===== config.mk =====
export PLATFORM = sky130hd
export DESIGN_NAME = regfile_sb
export DESIGN_NICKNAME = d
export VERILOG_FILES = /design/src/rtl/regfile_sb_pkg.sv /design/src/rtl/regfile_scoreboard.sv /design/src/rtl/regfile_sb.sv
export SDC_FILE = /design/constraint.sdc
export NUM_CORES = 2
export LEC_CHECK = 0
export CORE_ASPECT_RATIO = 2
export CORE_UTILIZATION = 30
export CTS_BUF_LIST = sky130_fd_sc_hd__clkbuf_8
export DETAILED_ROUTE_END_ITERATION = 7
export PLACE_DENSITY_LB_ADDON = 0.1
export SLEW_MARGIN = 5
export SYNTH_ARGS = -nofsm -noshare
export SYNTH_HDL_FRONTEND = slang
export SYNTH_SLANG_ARGS = --single-unit

===== constraint.sdc =====
create_clock -name clk -period 14.2 [get_ports clk]
set_input_delay 3.55 -clock clk [delete_from_list [all_inputs] [get_ports clk]]
set_output_delay 3.55 -clock clk [all_outputs]
set_load 0.02 [all_outputs]

===== src/rtl/regfile_sb_pkg.sv =====
// Shared core types and constants for the scoreboarded register file.
package regfile_sb_pkg;

  localparam int CORE_DATA_W = 32;
  localparam int CORE_ADDR_W = 5;

  typedef logic [CORE_DATA_W-1:0] reg_data_t;
  typedef logic [CORE_ADDR_W-1:0] reg_index_t;

  localparam reg_index_t REG_ZERO     = '0;
  localparam reg_data_t  REG_ZERO_VAL = '0;

  // Indices may exceed the register count when NUM_REGS is not a power of two.
  function automatic logic index_ok(input int unsigned idx, input int unsigned count);
    return idx < count;
  endfunction

endpackage


===== src/rtl/regfile_scoreboard.sv =====
// Busy-bit scoreboard: claim sets, write clears, flush clears all, claim beats write.
module regfile_scoreboard
  import regfile_sb_pkg::*;
#(
  parameter int NUM_REGS = 32,
  parameter int NUM_WR   = 2,
  parameter int ADDR_W   = 5
) (
  input  logic                           clk,
  input  logic                           reset,
  input  logic                           claim_en,
  input  logic [ADDR_W-1:0]              claim_addr,
  input  logic                           flush,
  input  logic [NUM_WR-1:0]              wr_en,
  input  logic [NUM_WR-1:0][ADDR_W-1:0]  wr_addr,
  output logic [NUM_REGS-1:0]            busy_next,
  output logic [ADDR_W:0]                busy_count
);

  localparam logic [ADDR_W-1:0] ZERO_IDX = ADDR_W'(REG_ZERO);

  logic [NUM_REGS-1:0] busy;

  function automatic logic [ADDR_W:0] popcount(input logic [NUM_REGS-1:0] v);
    logic [ADDR_W:0] cnt;
    cnt = '0;
    for (int i = 0; i < NUM_REGS; i++) cnt = cnt + {{ADDR_W{1'b0}}, v[i]};
    return cnt;
  endfunction

  always_comb begin
    busy_next = busy;
    for (int w = 0; w < NUM_WR; w++) begin
      if (wr_en[w] && index_ok(32'(wr_addr[w]), 32'(NUM_REGS))) busy_next[wr_addr[w]] = 1'b0;
    end
    if (claim_en && index_ok(32'(claim_addr), 32'(NUM_REGS)) && claim_addr != ZERO_IDX)
      busy_next[claim_addr] = 1'b1;
    if (flush) busy_next = '0;
    busy_next[0] = 1'b0;
  end

  // Count is registered from the same next-state vector so it always matches busy.
  always_ff @(posedge clk) begin
    if (reset) begin
      busy       <= '0;
      busy_count <= '0;
    end else begin
      busy       <= busy_next;
      busy_count <= popcount(busy_next);
    end
  end

endmodule


===== src/rtl/regfile_sb.sv =====
// Multi-port register file with x0 hardwired to zero, optional write-to-read bypass and busy scoreboard.
module regfile_sb
  import regfile_sb_pkg::*;
#(
  parameter int  DATA_W   = 32,
  parameter int  NUM_REGS = 32,
  parameter int  NUM_RD   = 2,
  parameter int  NUM_WR   = 2,
  parameter int  BYPASS   = 1,
  localparam int ADDR_W   = $clog2(NUM_REGS)
) (
  input  logic                           clk,
  input  logic                           reset,
  input  logic [NUM_RD-1:0]              rd_en,
  input  logic [NUM_RD-1:0][ADDR_W-1:0]  rd_addr,
  output logic [NUM_RD-1:0][DATA_W-1:0]  rd_data,
  output logic [NUM_RD-1:0]              rd_busy,
  input  logic [NUM_WR-1:0]              wr_en,
  input  logic [NUM_WR-1:0][ADDR_W-1:0]  wr_addr,
  input  logic [NUM_WR-1:0][DATA_W-1:0]  wr_data,
  input  logic                           claim_en,
  input  logic [ADDR_W-1:0]              claim_addr,
  input  logic                           flush,
  output logic [ADDR_W:0]                busy_count
);

  localparam logic [ADDR_W-1:0] ZERO_IDX = ADDR_W'(REG_ZERO);
  localparam logic [DATA_W-1:0] ZERO_VAL = DATA_W'(REG_ZERO_VAL);

  logic [DATA_W-1:0]             regs [NUM_REGS];
  logic [NUM_REGS-1:0]           busy_next;
  logic [NUM_RD-1:0][DATA_W-1:0] rd_val;

  function automatic logic in_range(input logic [ADDR_W-1:0] a);
    return index_ok(32'(a), 32'(NUM_REGS));
  endfunction

  function automatic logic writable(input logic [ADDR_W-1:0] a);
    return in_range(a) && (a != ZERO_IDX);
  endfunction

  regfile_scoreboard #(
    .NUM_REGS (NUM_REGS),
    .NUM_WR   (NUM_WR),
    .ADDR_W   (ADDR_W)
  ) u_scoreboard (
    .clk        (clk),
    .reset      (reset),
    .claim_en   (claim_en),
    .claim_addr (claim_addr),
    .flush      (flush),
    .wr_en      (wr_en),
    .wr_addr    (wr_addr),
    .busy_next  (busy_next),
    .busy_count (busy_count)
  );

  // Ascending port order: the last non-blocking write, from the highest port, wins.
  always_ff @(posedge clk) begin
    if (reset) begin
      for (int i = 0; i < NUM_REGS; i++) regs[i] <= ZERO_VAL;
    end else begin
      for (int w = 0; w < NUM_WR; w++) begin
        if (wr_en[w] && writable(wr_addr[w])) regs[wr_addr[w]] <= wr_data[w];
      end
    end
  end

  always_comb begin
    for (int p = 0; p < NUM_RD; p++) begin
      rd_val[p] = ZERO_VAL;
      if (writable(rd_addr[p])) begin
        rd_val[p] = regs[rd_addr[p]];
        if (BYPASS != 0) begin
          for (int w = 0; w < NUM_WR; w++) begin
            if (wr_en[w] && wr_addr[w] == rd_addr[p]) rd_val[p] = wr_data[w];
          end
        end
      end
    end
  end

  // Read stage: one-cycle latency, outputs hold while the port is idle.
  always_ff @(posedge clk) begin
    if (reset) begin
      rd_data <= '0;
      rd_busy <= '0;
    end else begin
      for (int p = 0; p < NUM_RD; p++) begin
        if (rd_en[p]) begin
          rd_data[p] <= rd_val[p];
          rd_busy[p] <= in_range(rd_addr[p]) ? busy_next[rd_addr[p]] : 1'b0;
        end
      end
    end
  end

endmodule

==> summary.md <==
| Metric | Value |
|---|---|
| Outcome | completed |
| Gates resized, CTS repair | 0 |
| Vias post-DR | 47417 |
| Peak supply drop | 0.0695 mV |
| CP max-delay cell | clkdlybuf4s50_1 |
| Asr flop ratio synth | 0% |
| Crit path cell chain | clkdlybuf4s50_1, nand3b_1, o221a_2, a21oi_1, nor2_1, fa_1, inv_1, fa_1, inv_1, fa_1, fa_1, fa_1, inv_1, fa_1, inv_1, ha_1, fa_1, a21o_1, a21oi_1, xor2_1, nor2_1 |
| Post-CTS setup repair buffer count | 0 |
| Avg Cell Area, Syn | 15.0 µm² |
| Hpwl dp | 186 mm |
| Worst-path maximum fanout | 16 |
| Setup ws final | 4.32 ns |
| Max-cap violations | 0 |
| Overflow after GRT | 0 |
| Sequential fraction of the synthesis area | 50.8% |
| Crit end category | register |
| Pin count of the biggest net entering global routing | 75 |
| Final slew viol count | 0 |
| Routed WL | 337 mm |
| Placer Congestion | 0.920 |
| Post-synth EDFFs | 1024 |
| Period utilization | 69.6% |
| First DRT Iteration DRCs | 5062 |
| Nets | 4373 |
| RSZ-0062 raised after global routing | false |
| Slew margin rel. | 13.6% |
| Power per Cell Area | 111 nW/µm² |
| Initial antenna violation count | 20 |
| Most used cell, CP | fa_1 |
| Final Hold Violating Endpoints | 0 |
| Mapped Area | 64600 µm² |
| CTS sink cnt | 1127 |
| Max Freq | 101 MHz |
| Tightest Pin Transition | 1.30 ns |
| I/O pin total | 169 |
| Number of placement rows | 240 |
| CP required | 15.00 ns |
| CTS Buf Count | 190 |
| Clock buffer depth | 4 |
| Pre-CTS setup slack | 3.51 ns |
| CTS root buf | clkbuf_8 |
| Setup TNS | 0 ns |
| Worst Skew | 0.0492 ns |
| Commonest cells after routing, fill and taps aside | edfxtp_1, a22o_1, mux4_2, buf_4, clkbuf_8 |
| GRT Resource Usage Total | 30.6% |
| Smallest hold slack | 0.469 ns |
| Die Wd | 330 µm |
| CTS tree | yes |
| Setup Viol. Count Final | 0 |
| Leak Pwr | 24.0 nW |
| Layout cell share with drive strength beyond 1 | 28.7% |
| Commonest non-fill, non-tap cell in the layout | edfxtp_1 |
| R2r worst-path depth | 18 |
| Critical Path Start Type | input pin |
| Initial Util | 30.2% |
| # H-tree levels | 4 |
| Core area | 214000 µm² |
| Tmin final | 9.88 ns |
| Per-cell routed wire length | 46.9 µm |
| Synth warnings | 0 |
| Antenna viol nets, final | 0 |
| Worst min path class | register to register |
| Hold buffers post-CTS | 0 |
| DR vias/cell | 6.60 |
| Crit Path Category | input pin to register |
| First-pass GRT wire length | 446 mm |
| Worst hold path depth | 2 |
| Vias in the first global route | 49192 |
| DIE HEIGHT | 658 µm |
| Area delta synth->final | 12.6% |
| Ys flop type | edfxtp_1 |
| Worst-path clk slew | 0.06 ns |
| DRT Pass-1 Iters | 6 |
| Drt drc | 0 |
| Port bufs | 168 |
| FF+latch count, synth | 1127 |
| Die area | 217000 µm² |
| WP data arrival | 10.69 ns |
| Clk Latency, worst-skew pair | 0.95 ns |
| Synth Instances | 4308 |
| Distinct cells, synth | 78 |
| Largest stage delay, worst path | 0.94 ns |
-- where the power goes --
part           internal, mW  total, mW  switching (mW)
logic                 0.500       1.28           0.783
registers              3.82       3.93           0.110
clock network          1.36       2.85            1.50
total                  5.68       8.07            2.39
-- routing by layer --
metal  GRT usage [%]  share of wire, %  vias up
met2            53.7                51     2841
li1                -                 -    18011
met1            33.2                34    25546
met5               0             0.017        -
met4            20.7               7.7        8
met3            5.74               7.1     1011
-- sequential cells by signal, indices dropped and copies added, names as in the netlist --
name                     cells
rd_busy                      2
regs                      1024
u_scoreboard.busy_count      6
rd_data                     64
u_scoreboard.busy           31
-- through the flow --
stage / std cells / util (%) / total power, mW / instance area (µm²)
final: 7180 / 34.0 / 8.07 / 72700
after global routing: 7174 / 34.0 / 8.28 / 72700
after CTS: 7171 / 34.0 / 8.12 / 72700
after detailed placement: 6835 / 32.4 / 5.28 / 69300
after global placement: 6835 / 32.4 / 5.27 / 69300
after floorplan: 4339 / - / 4.69 / 64700
-- cells in the mapped netlist (14+ instances only) --
cell	number	area, µm²
nor2b_1	17	106
mux4_2	642	14500
fa_1	23	460
a32oi_1	35	307
or3_1	31	194
o21ai_0	114	571
buf_2	86	430
mux2i_1	70	701
inv_1	39	146
nor3_1	41	205
buf_1	60	225
clkbuf_1	502	1880
edfxtp_1	1024	30700
a22o_1	992	8690
nand3_1	17	85.1
a221oi_2	26	390
dfxtp_1	103	2060
a21oi_1	51	255
nor2_1	138	518
nand2_1	79	297
nand3b_1	14	105
xor2_1	18	158
-- path summary, 6_finish.rpt --
kind	start	to	slack, ns
max reg2reg	u_scoreboard.busy[11]$_SDFF_PP0_	u_scoreboard.busy_count[4]$_SDFF_PP0_	8.32
min	rd_data[10]$_SDFFE_PP0P_	rd_data[10]$_SDFFE_PP0P_	0.47
min reg2reg	rd_data[10]$_SDFFE_PP0P_	rd_data[10]$_SDFFE_PP0P_	0.47
max	wr_addr[3]	u_scoreboard.busy_count[4]$_SDFF_PP0_	4.32
-- final cells by class --
cell class                 count  area [µm²]
fill                       20707      141000
sequential                  1127       32800
multi-input combinational   2510       29600
tap                         2783        3480
timing repair buffer         374        3240
clock buffer                 201        2770
clock inverter               135         646
inverter                      41         154
antenna                        9        22.5
-- cells by family (layout without fill, tap and decap cells) --
kind of cell,count (synthesis),in the layout,synth area share (%)
multiplexers,717,717,23.6
AO/OA/AOI/OAI,1299,1299,16.9
other,1,41,0.00581
flip-flops,1127,1127,50.8
XOR/XNOR,25,25,0.339
buffers and inverters,702,751,4.34
AND/OR/NAND/NOR,405,405,3.17
adder cells (fa/ha/maj),32,32,0.887
-- critical path, delay by kind of cell --
family | cells | cell delay [ns]
AOI/OAI and AO/OA | 4 | 1.20
and+or+nand+nor | 3 | 0.87
xor gates and xnor gates | 1 | 0.18
adders and majority gates | 8 | 3.69
buffers and inverters | 5 | 1.17
Note: power is estimated with default switching activity, not from simulation.
